<file path="src/rtl/snake_pkg.sv">
// Shared direction encodings and small helpers for the snake direction controller.
package snake_pkg;

    typedef logic [1:0] dir_t;

    localparam dir_t DIR_UP    = 2'b00;
    localparam dir_t DIR_RIGHT = 2'b01;
    localparam dir_t DIR_DOWN  = 2'b10;
    localparam dir_t DIR_LEFT  = 2'b11;

    // Two directions are opposite exactly when they differ only in bit 1.
    localparam dir_t DIR_OPPOSITE = 2'b10;

    // A turn is legal only if it neither repeats nor reverses the reference.
    function automatic logic turn_ok(input dir_t cand, input dir_t ref_dir);
        return (cand != ref_dir) && ((cand ^ ref_dir) != DIR_OPPOSITE);
    endfunction

    // Fixed priority among simultaneous presses: up > right > down > left.
    function automatic dir_t pick_dir(input logic up, input logic right,
                                      input logic down, input logic left);
        dir_t d;
        d = DIR_LEFT;
        if (down)  d = DIR_DOWN;
        if (right) d = DIR_RIGHT;
        if (up)    d = DIR_UP;
        // left is the fallback when nothing higher is pressed
        if (!(up || right || down) && !left) d = DIR_LEFT;
        return d;
    endfunction

endpackage

</file>
<file path="src/rtl/btn_edge.sv">
// Rising-edge detector for one debounced button level.
module btn_edge (
    input  logic clk,
    input  logic reset,
    input  logic level,
    output logic press
);

    logic prev;

    // Track last-cycle level; reset high so a button held through reset never fires.
    always_ff @(posedge clk) begin
        if (reset) prev <= 1'b1;
        else       prev <= level;
    end

    assign press = level & ~prev;

endmodule

</file>
<file path="src/rtl/snake_dir_ctrl.sv">
// Snake direction controller: buffers validated turns and applies one per game tick.
module snake_dir_ctrl
    import snake_pkg::*;
#(
    parameter int         QUEUE_DEPTH = 2,
    parameter logic [1:0] START_DIR   = 2'b01
) (
    input  logic       clk,
    input  logic       reset,
    input  logic       tick,
    input  logic       btn_up,
    input  logic       btn_right,
    input  logic       btn_down,
    input  logic       btn_left,
    input  logic       btn_center,
    output logic [1:0] dir,
    output logic       turn_pulse,
    output logic       paused,
    output logic [2:0] queue_count
);

    localparam int            PW       = (QUEUE_DEPTH > 1) ? $clog2(QUEUE_DEPTH) : 1;
    localparam logic [2:0]    DEPTH_C  = 3'(QUEUE_DEPTH);
    localparam logic [PW-1:0] LAST_IDX = PW'(QUEUE_DEPTH - 1);

    // Bit order: 0 up, 1 right, 2 down, 3 left, 4 center.
    logic [4:0] levels;
    logic [4:0] press;

    assign levels = {btn_center, btn_left, btn_down, btn_right, btn_up};

    for (genvar i = 0; i < 5; i++) begin : g_edge
        btn_edge u_edge (
            .clk   (clk),
            .reset (reset),
            .level (levels[i]),
            .press (press[i])
        );
    end

    // Circular turn buffer; tail points at the next free slot.
    dir_t          queue_buf [QUEUE_DEPTH];
    logic [PW-1:0] head;
    logic [PW-1:0] tail;

    function automatic logic [PW-1:0] ptr_inc(input logic [PW-1:0] p);
        return (p == LAST_IDX) ? '0 : p + 1'b1;
    endfunction

    logic          pop;
    logic          push;
    logic          enter_pause;
    dir_t          dir_after;
    dir_t          ref_dir;
    dir_t          cand;
    logic [2:0]    count_after_pop;
    logic [PW-1:0] tail_last;

    // Decide this cycle's pop and whether the winning press may be enqueued behind it.
    always_comb begin
        pop             = tick && !paused && (queue_count != 3'd0);
        dir_after       = pop ? queue_buf[head] : dir;
        count_after_pop = queue_count - {2'b00, pop};
        tail_last       = (tail == '0) ? LAST_IDX : tail - 1'b1;
        ref_dir         = (count_after_pop != 3'd0) ? queue_buf[tail_last] : dir_after;
        cand            = pick_dir(press[0], press[1], press[2], press[3]);
        enter_pause     = press[4] && !paused;
        push            = (|press[3:0]) && !paused && !press[4] &&
                          turn_ok(cand, ref_dir) &&
                          ((queue_count != DEPTH_C) || pop);
    end

    // Direction, pause and queue state; a pause entry flushes any pending turns.
    always_ff @(posedge clk) begin
        if (reset) begin
            dir         <= START_DIR;
            turn_pulse  <= 1'b0;
            paused      <= 1'b0;
            queue_count <= 3'd0;
            head        <= '0;
            tail        <= '0;
        end else begin
            turn_pulse <= pop;
            if (pop)      dir    <= queue_buf[head];
            if (press[4]) paused <= ~paused;
            if (enter_pause) begin
                queue_count <= 3'd0;
                head        <= '0;
                tail        <= '0;
            end else begin
                if (pop) head <= ptr_inc(head);
                if (push) begin
                    queue_buf[tail] <= cand;
                    tail            <= ptr_inc(tail);
                end
                queue_count <= count_after_pop + {2'b00, push};
            end
        end
    end

endmodule

</file>
<file path="config.mk">
export PLATFORM = sky130hd
export DESIGN_NAME = snake_dir_ctrl
export DESIGN_NICKNAME = d
export VERILOG_FILES = /design/src/rtl/snake_pkg.sv /design/src/rtl/btn_edge.sv /design/src/rtl/snake_dir_ctrl.sv
export SDC_FILE = /design/constraint.sdc
export NUM_CORES = 1
export LEC_CHECK = 0
export ABC_AREA = 0
export BUFFER_PORTS_ARGS = -buffer_cell sky130_fd_sc_hd__buf_2
export CAP_MARGIN = 5
export CORE_MARGIN = 1
export CORE_UTILIZATION = 56
export CTS_CLUSTER_SIZE = 16
export DETAILED_ROUTE_END_ITERATION = 8
export PLACE_DENSITY = 0.8
export SYNTH_ARGS = -nofsm -noshare
export SYNTH_HDL_FRONTEND = slang
export SYNTH_SLANG_ARGS = --single-unit
</file>
<file path="constraint.sdc">
create_clock -name clk -period 6.3 [get_ports clk]
set_input_delay 0.945 -clock clk [delete_from_list [all_inputs] [get_ports clk]]
set_output_delay 0.945 -clock clk [all_outputs]
set_load 0.02 [all_outputs]
</file>
# ---- Word-level counts from Yosys, hierarchy flattened
# Memory sizes are Yosys's and may differ from the RTL's. A register that Yosys moved wholly into a read port is not among the register bits.
# Index checks and enable logic that the tools add are counted.
dict set report classes {
  n_mux 15
  reduce_logical 20
  add_sub_neg 5
  bitwise 12
  eq_ne 3
}
# op count
set ops {}
lappend ops {{$mux 1} 10}
lappend ops {{$mux 2} 5}
lappend ops {{$logic_and 1x1->1} 9}
lappend ops {{$not 1->1} 6}
lappend ops {{$reduce_bool 3->1} 2}
lappend ops {{$and 1x1->1} 5}
lappend ops {{$logic_not 1->1} 4}
lappend ops {{$reduce_or 4->1} 1}
lappend ops {{$add 3x1->3} 1}
lappend ops {{$logic_or 1x1->1} 3}
lappend ops {{$ne 3x2->1 const B} 1}
lappend ops {{$sub 3x1->3} 1}
lappend ops {{$add 1x1->1 const B} 2}
lappend ops {{$ne 2x2->1} 1}
lappend ops {{$ne 2x2->1 const B} 1}
lappend ops {{$reduce_or 2->1} 1}
lappend ops {{$xor 2x2->2} 1}
lappend ops {{$sub 1x1->1 const B} 1}
dict set report word_totals {
  ff_bits 14
  out_inout_bits 7
  memories 1
  mem_bits_rw 4
}
# name words word_bits read_ports rd_ports_with_merged_regs wr line
set memory_table {}
lappend memory_table {queue_buf 2 2 2 1 1 snake_dir_ctrl.sv:42} ;# dir_t queue_buf [QUEUE_DEPTH];

# ---- Depth between registers and ports, before layout
dict set report logic_depth {
  ltp_word 16
  depth_mapped 14
  depth_no_buf 13
}

# ---- Hierarchy
# From an unflattened synthesis, not the netlist that was laid out.
dict set report unflattened {
  hier_cells 92
  hier_area_um2 944.7
}
# mod seq_area_each_um2 cells_per_inst area_per_inst_um2 n_inst
set by_module_without_submodules {}
lappend by_module_without_submodules {snake_dir_ctrl 320.3 77 782.0 1}
lappend by_module_without_submodules {btn_edge 20.0 3 32.5 5}

# ---- Worst setup path before layout
# OpenSTA, ideal clock, no wires.
dict set report synth_timing {
  path_type {input to register}
  from {input port tick}
  to {register queue_count[1]}
  path_stages 12
  required_time_ps 6185
  setup_ps 115
  n_path_buf 1
  path_slack_ps 2989
  t_arrival_ps 3196
  cell_sequence {nor2b_1 -> and2_2 -> clkbuf_1 -> ha_1 -> ha_1 -> xor2_1 -> o41ai_2 -> xnor2_1 -> nor2_1 -> ha_1 -> ha_1 -> and2_1}
}
dict set report synth_between {
  elab_chain_cells 11
  elab_cells_between_ends 14
}
# element line
set synth_rtl {}
lappend synth_rtl {{start: declaration} snake_dir_ctrl.sv:10} ;# input logic tick,
lappend synth_rtl {{$logic_and 1x1->1 (*) (2 in series)} snake_dir_ctrl.sv:61} ;# pop = tick && !paused && (queue_count != 3'd0);
lappend synth_rtl {{via pop} snake_dir_ctrl.sv:50} ;# logic pop;
lappend synth_rtl {{$sub 3x1->3} snake_dir_ctrl.sv:63} ;# count_after_pop = queue_count - {2'b00, pop};
lappend synth_rtl {{$reduce_bool 3->1} snake_dir_ctrl.sv:65} ;# ref_dir = (count_after_pop != 3'd0) ? queue_buf[tail_last] : dir_after;
lappend synth_rtl {{$mux 2} snake_dir_ctrl.sv:65}
lappend synth_rtl {{$xor 2x2->2} snake_pkg.sv:16} ;# return (cand != ref_dir) && ((cand ^ ref_dir) != DIR_OPPOSITE);
lappend synth_rtl {{$ne 2x2->1} snake_pkg.sv:16}
lappend synth_rtl {{$logic_and 1x1->1} snake_pkg.sv:16}
lappend synth_rtl {{$logic_and 1x1->1} snake_dir_ctrl.sv:68} ;# push = (|press[3:0]) && !paused && !press[4] &&
lappend synth_rtl {{$logic_and 1x1->1} snake_dir_ctrl.sv:69} ;# turn_ok(cand, ref_dir) &&
lappend synth_rtl {{$add 3x1->3 (*)} snake_dir_ctrl.sv:96} ;# queue_count <= count_after_pop + {2'b00, push};
lappend synth_rtl {{end signal: assignment} snake_dir_ctrl.sv:96}
lappend synth_rtl {{end: declaration} snake_dir_ctrl.sv:19} ;# output logic [2:0] queue_count
# The timed path passes the listed nets; every way through them passes the cells marked *.
# A chain may end at the register's enable or synchronous reset.

# ---- Worst setup path after layout
dict set report layout_timing {
  from {input port tick}
  to {register queue_count[2]}
}
dict set report layout_between {
  elab_chain_cells 11
  elab_cells_between_ends 14
}
# element line
set layout_rtl {}
lappend layout_rtl {{$logic_and 1x1->1 (*) (2 in series)} snake_dir_ctrl.sv:61}
lappend layout_rtl {{$sub 3x1->3} snake_dir_ctrl.sv:63}
lappend layout_rtl {{$reduce_bool 3->1} snake_dir_ctrl.sv:65}
lappend layout_rtl {{$mux 2} snake_dir_ctrl.sv:65}
lappend layout_rtl {{$xor 2x2->2} snake_pkg.sv:16}
lappend layout_rtl {{$ne 2x2->1} snake_pkg.sv:16}
lappend layout_rtl {{$logic_and 1x1->1} snake_pkg.sv:16}
lappend layout_rtl {{$logic_and 1x1->1} snake_dir_ctrl.sv:68}
lappend layout_rtl {{$logic_and 1x1->1} snake_dir_ctrl.sv:69}
lappend layout_rtl {{$add 3x1->3 (*)} snake_dir_ctrl.sv:96}
# Mark *: on every way between the ends. The rest lies on a longest branch, timed or not.

==> results.cfg <==
[status]
status = complete, no violations

[route]
avgViaCountPerCell = 5.35
wire_per_inst_um = 13.0
via_count = 588
drcViolationCount = 0
drt-initial-drc-count = 21
final_antenna_net_count = 0
drt_pass1_iterations = 4
wirelength_mm = 1.43

[logic_synthesis]
synth_top_area_share_pct = 35.7
synth.distinct_cells = 27
synth_edf_count = 4
ys_async_sr_fraction_pct = 0
avgSynthCellArea_um2 = 10.6
yosysSeqAreaShare_pct = 50.0
syn-instance-count = 79
yosys_warnings = 0
synth-seq-cells = 19
synth_most_common_cell = dfxtp_1
syn_nets = 91
netlist_area_um2 = 841
synthTopCellsByArea = dfxtp_1 (36%), edfxtp_1 (14%), ha_1 (6.0%)
ys.flop_type = dfxtp_1
synth_common_cells = dfxtp_1 (15), nor2_1 (7), inv_1 (6), or2_2 (6), nor2b_1 (5)
synth_top_area_cell = dfxtp_1

[setup_path]
crit_top_cell = ha_1
crit_arrival_ns = 3.44
path_cells = buf_2, nor2b_1, and2_2, ha_1, ha_1, xor2_1, o21ai_0, o41ai_2, xnor2_1, nor2_1, ha_1, ha_1, xnor2_1, nor2_1
critical_path.max_stage_delay_ns = 0.31
cp-start-kind = input port
critPathCaptureType = flop
worstSetupPathType = in2reg
crit_slowest_cell = xnor2_1
crit_buf_inv = 1
worstPathRequired_ns = 6.50
path_delay_family = adder cells
critical_path.max_fanout = 5

[die]
ios = 15
die_w_um = 40.8
start_util_pct = 62.3
die_area_um2 = 1660
rows = 13
core_area_um2 = 1350
fp.dieH_um = 40.8

[clock_tree]
clk_path_buf_depth = 2
post_cts_buffers = 0
cts_root_buf = clkbuf_4
cts_resized = 0
clk_pin_slew_worst_paths_ns = 0.11
h-tree-depth = 1
cts_inserted_buffers = 3
cts_tree = built
clock-sinks = 19
clk_latency_ns = 0.29
ctsHoldBuffers = 0

[sta]
hold_violations = 0
tightest_slew_ns = 0.333
fmax_mhz = 308
relSlewSlack_pct = 77.6
final.setup.tns_ns = 0
rsz0062_at_grt = no
finalMaxSlewViolations = 0
skew_ns = 0.00251
period_share_pct = 51.5
final-setup-viol-count = 0
period_needed_ns = 3.25

[final_layout]
syn_to_final_growth_pct = 12.9
nets = 108
fill_cells = 110
num_antenna_cells = 0
finish.utilization_pct = 70.3
final_layout_size_suffix_gt1_share_pct = 31.6

[grt]
antenna_found_initial = 0
grt_max_degree = 12
grt_use_total_pct = 21.6
grt_pass1_wl_mm = 2.22
grt-ovfl-total = 0
first_global_vias = 554

[place]
place_congestion = 0.793
io_buffer_count = 14
dp_hpwl_mm = 1.12

[min_path]
hold_class = reg2reg

[power_and_ir_drop]
powerDensity_nw_per_um2 = 450
ir_drop_mv = 0.215
p_leak_nw = 0.432

[job]
maxCapViolCount = 0
## power breakdown
part,switching [W],internal [W]
Clock,0.0000375,0.0000236
Sequential,0.0000205,0.000151
Combinational,0.000106,0.0000885
Total,0.000164,0.000263
## placed cells by master, fill, tap and decap left out, drive strengths merged
cell type,n
dfxtp,15
clkinv,1
o41ai,1
xor2,1
and2,3
xnor2,4
or2,6
and2b,1
a21oi,4
a211oi,1
mux2,1
edfxtp,4
or3,1
mux2i,2
nor4,2
o21bai,2
buf,14
inv,6
nand2,3
clkbuf,3
nor2b,5
a2111o,1
nor2,7
o21ai,1
and3,2
ha,4
## cells by family (layout without fill, tap and decap cells)
family          count (synthesis)  after routing  share of synthesized area (%)
fa+ha+maj                       4              4                           5.95
buf+inv                         8             24                           3.57
flops                          19             19                           50.0
mux                             3              3                           3.72
xor+xnor                        5              5                           5.21
compound gates                 10             10                           8.93
simple gates                   30             30                           22.6
## area by class of cell
cell class	instances	area, um^2	area share, %
clock buffers	3	22.5	2.37
inverters	6	22.5	2.37
flip-flops and latches	19	420	44.3
repair buffers	14	70.1	7.38
clock inverters	1	5.00	0.527
multi-input cells	52	390	41.1
well taps	15	18.8	1.98
## state kept, by name, indices dropped and copies added, names as in the netlist, named ones only
name                cells
g_edge.u_edge.prev      5
queue_buf               4
queue_count             3
dir                     2
head                    1
paused                  1
tail                    1
turn_pulse              1
## path summary, 6_finish.rpt
path	start	to	slack (ns)	depth (start not counted)
setup / recovery	tick	queue_count[2]	3.05	14
hold / removal	dir[1]	dir[1]	0.53	2
setup reg to reg	queue_count[0]	queue_count[2]	3.19	13
hold reg to reg	dir[1]	dir[1]	0.53	2
## worst min-delay path, delay by kind of cell (launching register included)
family / cells / cell delay [ns]
compound gates: 1 / 0.06
simple gates: 1 / 0.10
flops: 1 / 0.33
## metal layers
metal,part of all wire (%),track usage (%),vias up
met3,3.7,3.26,2
met1,45,23.3,273
met4,0.91,12.5,0
li1,-,-,296
met5,0,0,-
met2,51,39.3,17
## stage by stage
step	instances	worst slack, ns	instance area (um^2)	hold WS, ns	total power (W)
final	110	3.05	950	0.532	0.000427
after global routing	110	2.93	950	0.561	0.000458
after CTS	110	3.06	950	0.530	0.000431
after detailed placement	106	2.74	922	0.509	0.000369
after global placement	106	2.88	922	0.486	0.000357
after floorplan	79	2.99	841	0.481	0.000326
Note: power is estimated with default switching activity, not from simulation.
